`src/rtl/const_pkg.sv`:
```
// Shared types and constants for the constant encoder and the decode-side
// immediate extender.
package const_pkg;

    localparam int DEF_DATA_W = 8;
    localparam int DEF_IMM_W  = 6;
    localparam int DEF_CNT_W  = 8;

    localparam logic CS_SIGN = 1'b1;
    localparam logic CS_ZERO = 1'b0;

    typedef enum logic [1:0] {
        IDLE,
        ONE,
        HI,
        LO
    } state_t;

    typedef enum logic [1:0] {
        CLS_ZERO,
        CLS_SIGN,
        CLS_SPLIT
    } cls_t;

    // Extension mode carried by a single-beat immediate of this class.
    function automatic logic cs_of(cls_t c);
        return (c == CLS_SIGN) ? CS_SIGN : CS_ZERO;
    endfunction

endpackage

```
`src/rtl/const_classify.sv`:
```
// Combinational classifier: decides how a constant maps onto immediates
// and slices out the HI and LO immediate fields.
module const_classify
    import const_pkg::*;
#(
    parameter int DATA_W = DEF_DATA_W,
    parameter int IMM_W  = DEF_IMM_W
) (
    input  logic [DATA_W-1:0] in_data,
    output cls_t              cls,
    output logic [IMM_W-1:0]  imm_hi,
    output logic [IMM_W-1:0]  imm_lo
);

    localparam int HI_W = DATA_W - IMM_W;

    logic zero_ok;
    logic sign_ok;

    // Zero-extension wins when both forms would reproduce the value.
    always_comb begin
        zero_ok = (in_data[DATA_W-1:IMM_W] == '0);
        sign_ok = &in_data[DATA_W-1:IMM_W-1];
        if (zero_ok) begin
            cls = CLS_ZERO;
        end else if (sign_ok) begin
            cls = CLS_SIGN;
        end else begin
            cls = CLS_SPLIT;
        end
    end

    // HI field is the upper bits zero-extended; LO field is the low bits.
    always_comb begin
        imm_hi             = '0;
        imm_hi[HI_W-1:0]   = in_data[DATA_W-1:IMM_W];
        imm_lo             = in_data[IMM_W-1:0];
    end

endmodule

```
`src/rtl/const_encoder.sv`:
```
// Encodes an 8-bit constant as one or two immediate beats with the
// extension mode the decode-side extender needs to rebuild it.
module const_encoder
    import const_pkg::*;
#(
    parameter int DATA_W = DEF_DATA_W,
    parameter int IMM_W  = DEF_IMM_W,
    parameter int CNT_W  = DEF_CNT_W
) (
    input  logic              clk,
    input  logic              rst_n,
    input  logic              in_valid,
    output logic              in_ready,
    input  logic [DATA_W-1:0] in_data,
    output logic              out_valid,
    input  logic              out_ready,
    output logic [IMM_W-1:0]  out_imm,
    output logic              out_cs,
    output logic              out_hi,
    output logic              out_last,
    output logic [CNT_W-1:0]  split_cnt
);

    state_t             state_q;
    state_t             state_d;
    cls_t               cls;
    logic [IMM_W-1:0]   imm_hi;
    logic [IMM_W-1:0]   imm_lo;
    logic [IMM_W-1:0]   lo_q;
    logic [IMM_W-1:0]   lo_d;
    logic               valid_d;
    logic [IMM_W-1:0]   imm_d;
    logic               cs_d;
    logic               hi_d;
    logic               last_d;
    logic               take;
    logic               accept;

    const_classify #(
        .DATA_W (DATA_W),
        .IMM_W  (IMM_W)
    ) u_classify (
        .in_data (in_data),
        .cls     (cls),
        .imm_hi  (imm_hi),
        .imm_lo  (imm_lo)
    );

    assign take     = out_valid && out_ready;
    assign in_ready = (state_q == IDLE) || (take && out_last);
    assign accept   = in_valid && in_ready;

    // Next beat selection: a new constant preempts going idle, so
    // single-beat values stream at one per cycle.
    always_comb begin
        state_d = state_q;
        valid_d = out_valid;
        imm_d   = out_imm;
        cs_d    = out_cs;
        hi_d    = out_hi;
        last_d  = out_last;
        lo_d    = lo_q;
        if (accept) begin
            valid_d = 1'b1;
            if (cls == CLS_SPLIT) begin
                state_d = HI;
                imm_d   = imm_hi;
                cs_d    = CS_ZERO;
                hi_d    = 1'b1;
                last_d  = 1'b0;
                lo_d    = imm_lo;
            end else begin
                state_d = ONE;
                imm_d   = imm_lo;
                cs_d    = cs_of(cls);
                hi_d    = 1'b0;
                last_d  = 1'b1;
            end
        end else if (take) begin
            unique case (state_q)
                HI: begin
                    state_d = LO;
                    imm_d   = lo_q;
                    cs_d    = CS_ZERO;
                    hi_d    = 1'b0;
                    last_d  = 1'b1;
                end
                default: begin
                    state_d = IDLE;
                    valid_d = 1'b0;
                    imm_d   = '0;
                    cs_d    = 1'b0;
                    hi_d    = 1'b0;
                    last_d  = 1'b0;
                end
            endcase
        end
    end

    // State, held LO field and registered output beat.
    always_ff @(posedge clk or negedge rst_n) begin
        if (!rst_n) begin
            state_q   <= IDLE;
            lo_q      <= '0;
            out_valid <= 1'b0;
            out_imm   <= '0;
            out_cs    <= 1'b0;
            out_hi    <= 1'b0;
            out_last  <= 1'b0;
        end else begin
            state_q   <= state_d;
            lo_q      <= lo_d;
            out_valid <= valid_d;
            out_imm   <= imm_d;
            out_cs    <= cs_d;
            out_hi    <= hi_d;
            out_last  <= last_d;
        end
    end

    // Saturating count of constants that needed a HI/LO pair.
    always_ff @(posedge clk or negedge rst_n) begin
        if (!rst_n) begin
            split_cnt <= '0;
        end else if (accept && (cls == CLS_SPLIT) && (split_cnt != '1)) begin
            split_cnt <= split_cnt + 1'b1;
        end
    end

endmodule

```
`config.mk`:
```
export PLATFORM = sky130hd
export DESIGN_NAME = const_encoder
export DESIGN_NICKNAME = d
export VERILOG_FILES = /design/src/rtl/const_pkg.sv /design/src/rtl/const_classify.sv /design/src/rtl/const_encoder.sv
export SDC_FILE = /design/constraint.sdc
export NUM_CORES = 1
export LEC_CHECK = 0
export BUFFER_PORTS_ARGS = -buffer_cell sky130_fd_sc_hd__buf_2
export CORE_MARGIN = 5
export CORE_UTILIZATION = 54
export CTS_BUF_LIST = sky130_fd_sc_hd__clkbuf_2 sky130_fd_sc_hd__clkbuf_4 sky130_fd_sc_hd__clkbuf_8
export DETAILED_ROUTE_END_ITERATION = 10
export GPL_TIMING_DRIVEN = 0
export HOLD_SLACK_MARGIN = 0.03
export PLACE_DENSITY = 0.93
export SETUP_SLACK_MARGIN = 0.2
export SLEW_MARGIN = 40
export SYNTH_ARGS = -nofsm -noshare
export SYNTH_HDL_FRONTEND = slang
export SYNTH_SLANG_ARGS = --single-unit
export TNS_END_PERCENT = 10
```
`constraint.sdc`:
```
create_clock -name clk -period 1.8 [get_ports clk]
set_clock_uncertainty 0.05 [all_clocks]
set_input_delay 0.36 -clock clk [delete_from_list [all_inputs] [get_ports clk]]
set_output_delay 0.36 -clock clk [all_outputs]
set_load 0.03 [all_outputs]
```
==> implementation parameters <==
Parameter                              Value

Placement
  Worst slack at placement    20.6 ps
  Placer's final routability congestion estimate    0.792
  Detail Placement HPWL    2130 um
  Port-buffer cells    30

Global route
  Overall routing resource usage    17.7%
  Number of global-route vias before repair    1068
  Gr ovfl total    0
  Largest net degree at the start of global routing    26
  Number of antenna violations at the first check in global routing    0
  First-pass GRT wire length    4670 um

Setup path
  Critical path class    reg -> out
  Crit Reg-Reg Startpoint    state_q[0]$_DFFE_PN0P_
  Critical path depth    4
  Crit path from    state_q[0]$_DFFE_PN0P_
  R2r worst-path depth    5
  Kind of start point of the critical path    flip-flop
  Sort of element at the end of the critical path    output pin
  Register-to-register path setup slack    40 ps
  Cell with the largest stage delay on the worst path    sky130_fd_sc_hd__dfrtp_2
  Last element of the critical path    in_ready
  Critical path required time    1390 ps
  Reg-to-reg critical path endpoint    split_cnt[4]$_DFFE_PN0P_
  Endpoint arrival time on the critical path    1360 ps
  Worst path cell trace    buf_6 -> or2_4 -> nand2_2 -> buf_6
  Count of buffer and inverter cells on the critical path    2
  Largest incremental delay on the critical path    430 ps
  Most used cell along the critical path    sky130_fd_sc_hd__buf_6
  Largest delay contributor family on the critical path    flip-flops
  Largest fanout on the critical path    10

Routing
  Number of detailed-route iterations in the first pass    4
  Average via count per standard cell    5.68
  Routed length per placed instance    15.3 um
  Post-detailed-route DRC marker count    0
  Antenna viol nets, final    0
  Overall via count from detail_route    1091
  Overall routed net length    2940 um
  DRC marker count from the first detailed-route iteration    26

CTS
  Clk pin slew, worst setup/hold paths    150 ps
  Clock buffers created by TritonCTS    3
  CTS max path bufs    2
  Clock sink count    25
  Source-to-sink clock delay at the later pin of the worst-skew pair    330 ps
  Root cell of the clock tree    sky130_fd_sc_hd__clkbuf_4
  TritonCTS clock tree    built
  H-tree lvl count    1

Power
  Proportion of power drawn by flip-flops and latches    37.4%
  Maximum vdd drop    1.13 mV
  Leakage dissipation    0.727 nW
  Switch share    45.7%
  Part of the power in the clock network    9.9%
  Combinational fraction of design power    52.6%
  Internal power component    1.44 mW
  Power density of the placed cells    1690 nW/um^2
  Net switching component of the power    1.21 mW

Floorplan
  Number of top-level pins    31
  Die Y    58.6 um
  Number of core rows    17
  Core area    2230 um^2
  Area enclosed by the die boundary    3430 um^2
  Starting Density    57.0%
  Horizontal die dimension    58.6 um

STA
  Final setup slack of the worst path    27.5 ps
  Final setup violation count    0
  Maximum achievable frequency    0.564 GHz
  Post-layout min period    1770 ps
  Unrepaired setup endpoints after global routing    true
  Max transition margin    50.9%
  Final worst hold slack    188 ps
  Final worst-path cycle share    98.5%
  Fin. Hold Viols    0
  Max-slew violation count    0
  Transition at the pin with the smallest max-transition slack    729 ps

Logic synthesis
  Synth cell count leaders    sky130_fd_sc_hd__dfrtp_1, sky130_fd_sc_hd__nor2_1, sky130_fd_sc_hd__nand2_1
  Avg Synthesized Cell Area    10.0 um^2
  YS warnings    0
  Leading cell types by total area after synthesis    sky130_fd_sc_hd__dfrtp_1, sky130_fd_sc_hd__mux2_2, sky130_fd_sc_hd__nor2_1, sky130_fd_sc_hd__nand2_1, sky130_fd_sc_hd__a21oi_1
  Most used standard cell by instance count after synthesis    sky130_fd_sc_hd__dfrtp_1
  Yosys top cell area share    49.1%
  Total standard cell area after synthesis    1270 um^2
  Cell taking the most area after synthesis    sky130_fd_sc_hd__dfrtp_1
  Number of flip-flops and latches in the synthesized netlist    25
  Flip-flop cell with the highest count after synthesis    sky130_fd_sc_hd__dfrtp_1
  Async SR Flop Fraction    100%
  Synthesized instance count    127
  Yosys cell types    36
  Proportion of synthesized chip area in sequential cells    49.1%
  Post-Syn Nets    140
  Number of enable flip-flop cells after synthesis    0

Cells and area
  Share of cells above drive strength 1    34.1%
  Count of inserted antenna diode cells    0
  Core Util, Final    70.0%
  Net count reported at finish    178
  Layout overhead on the synthesized area    22.8%

Status
  Run status    complete, no violations

Hold path
  Hold Crit Class    in -> reg

Job
  Max-cap violation count    0
## routing by layer
layer	GRT usage (%)	wire length, um
met4	7.62	56
met1	19.9	1150
met3	2.63	181
met2	32.7	1550
met5	0	0
## power groups by stage
| stage | logic, mW | registers [mW] | clock network, mW |
|---|---|---|---|
| floorplan | 0.658 | 1.28 | 0 |
| global placement | 1.26 | 0.974 | 0 |
| detailed placement | 1.30 | 0.999 | 0 |
| CTS | 1.34 | 0.986 | 0.276 |
| global route | 1.50 | 1.02 | 0.305 |
| finish | 1.39 | 0.989 | 0.263 |
## logic make-up (layout without fill, tap and decap cells)
logic type | after synthesis | in the layout | synth area share (%)
buffers and inverters | 6 | 43 | 2.65
XOR/XNOR | 3 | 3 | 2.06
AO/OA/AOI/OAI | 40 | 40 | 21.2
AND/OR/NAND/NOR | 45 | 45 | 17.8
adder cells (fa/ha/maj) | 1 | 1 | 0.982
flip-flops | 25 | 25 | 49.1
multiplexers | 7 | 7 | 6.19
## worst min path at each step
stage / from / end / cells after the start
3_5_place_dp: rst_n / state_q[1]$_DFFE_PN0P_ / 1
5_1_grt: in_data[4] / out_imm[4]$_DFFE_PN0P_ / 2
2_1_floorplan: rst_n / lo_q[0]$_DFFE_PN0P_ / 0
3_3_place_gp: rst_n / out_valid$_DFFE_PN0P_ / 1
4_1_cts: in_data[4] / out_imm[4]$_DFFE_PN0P_ / 2
6_report: in_data[4] / out_imm[4]$_DFFE_PN0P_ / 2
## sequential cells by signal, indices dropped and copies added (netlist names)
register and count:
lo_q 6, out_cs 1, out_hi 1, out_imm 6, out_valid 1, split_cnt 8, state_q 2
## timing repair
action / CTS / global route
resized for setup: 4 / 7
endpoints found under the setup margin: 18 / 20
hold buffers: 1 / 0
buffers inserted: 1 / 1
endpoints found under the hold margin: 25 / 0
pin swaps: 1 / 0
## final cells by class
cell class,instances,area [um^2]
clock inverters,1,7.51
clock buffers,3,22.5
flip-flops and latches,25,627
multi-input cells,96,653
fillers,189,669
well taps,28,35.0
inverters,4,15.0
repair buffers,33,181
plain buffers,2,22.5
## worst reg2reg max path, cell delays in order (launching register included)
cell and delay [ps]:
sky130_fd_sc_hd__dfrtp_2 430, sky130_fd_sc_hd__buf_6 140, sky130_fd_sc_hd__or2_4 260, sky130_fd_sc_hd__a211o_4 370, sky130_fd_sc_hd__nor2_2 90, sky130_fd_sc_hd__mux2_1 320
## stage by stage
stage	cell area, um^2	power, mW	TNS (ps)	instances
6_report	1560	2.64	0	192
5_1_grt	1560	2.83	-46.8	192
4_1_cts	1530	2.60	0	191
3_5_place_dp	1470	2.30	0	185
3_3_place_gp	1470	2.23	0	185
2_1_floorplan	1290	1.93	0	127
## placed cells by master, fill, tap and decap left out, types with 2 or more instances in the layout
cell,instances
sky130_fd_sc_hd__buf_4,2
sky130_fd_sc_hd__clkbuf_4,3
sky130_fd_sc_hd__o22ai_1,3
sky130_fd_sc_hd__or2_2,2
sky130_fd_sc_hd__a31oi_1,3
sky130_fd_sc_hd__o2bb2ai_1,3
sky130_fd_sc_hd__nor2b_1,3
sky130_fd_sc_hd__nor3_1,2
sky130_fd_sc_hd__buf_2,29
sky130_fd_sc_hd__mux2_2,2
sky130_fd_sc_hd__a21oi_1,8
sky130_fd_sc_hd__o21ai_0,6
sky130_fd_sc_hd__nand3_1,6
sky130_fd_sc_hd__buf_6,3
sky130_fd_sc_hd__o22a_1,2
sky130_fd_sc_hd__nand2_1,10
sky130_fd_sc_hd__inv_1,4
sky130_fd_sc_hd__and3_1,2
sky130_fd_sc_hd__nor2_1,11
sky130_fd_sc_hd__o21a_1,3
sky130_fd_sc_hd__xor2_1,3
sky130_fd_sc_hd__nand2b_1,3
sky130_fd_sc_hd__dfrtp_1,24
sky130_fd_sc_hd__a211oi_1,2
sky130_fd_sc_hd__o21ai_2,2
sky130_fd_sc_hd__mux2_4,4
(Power assumes the default switching activity.)
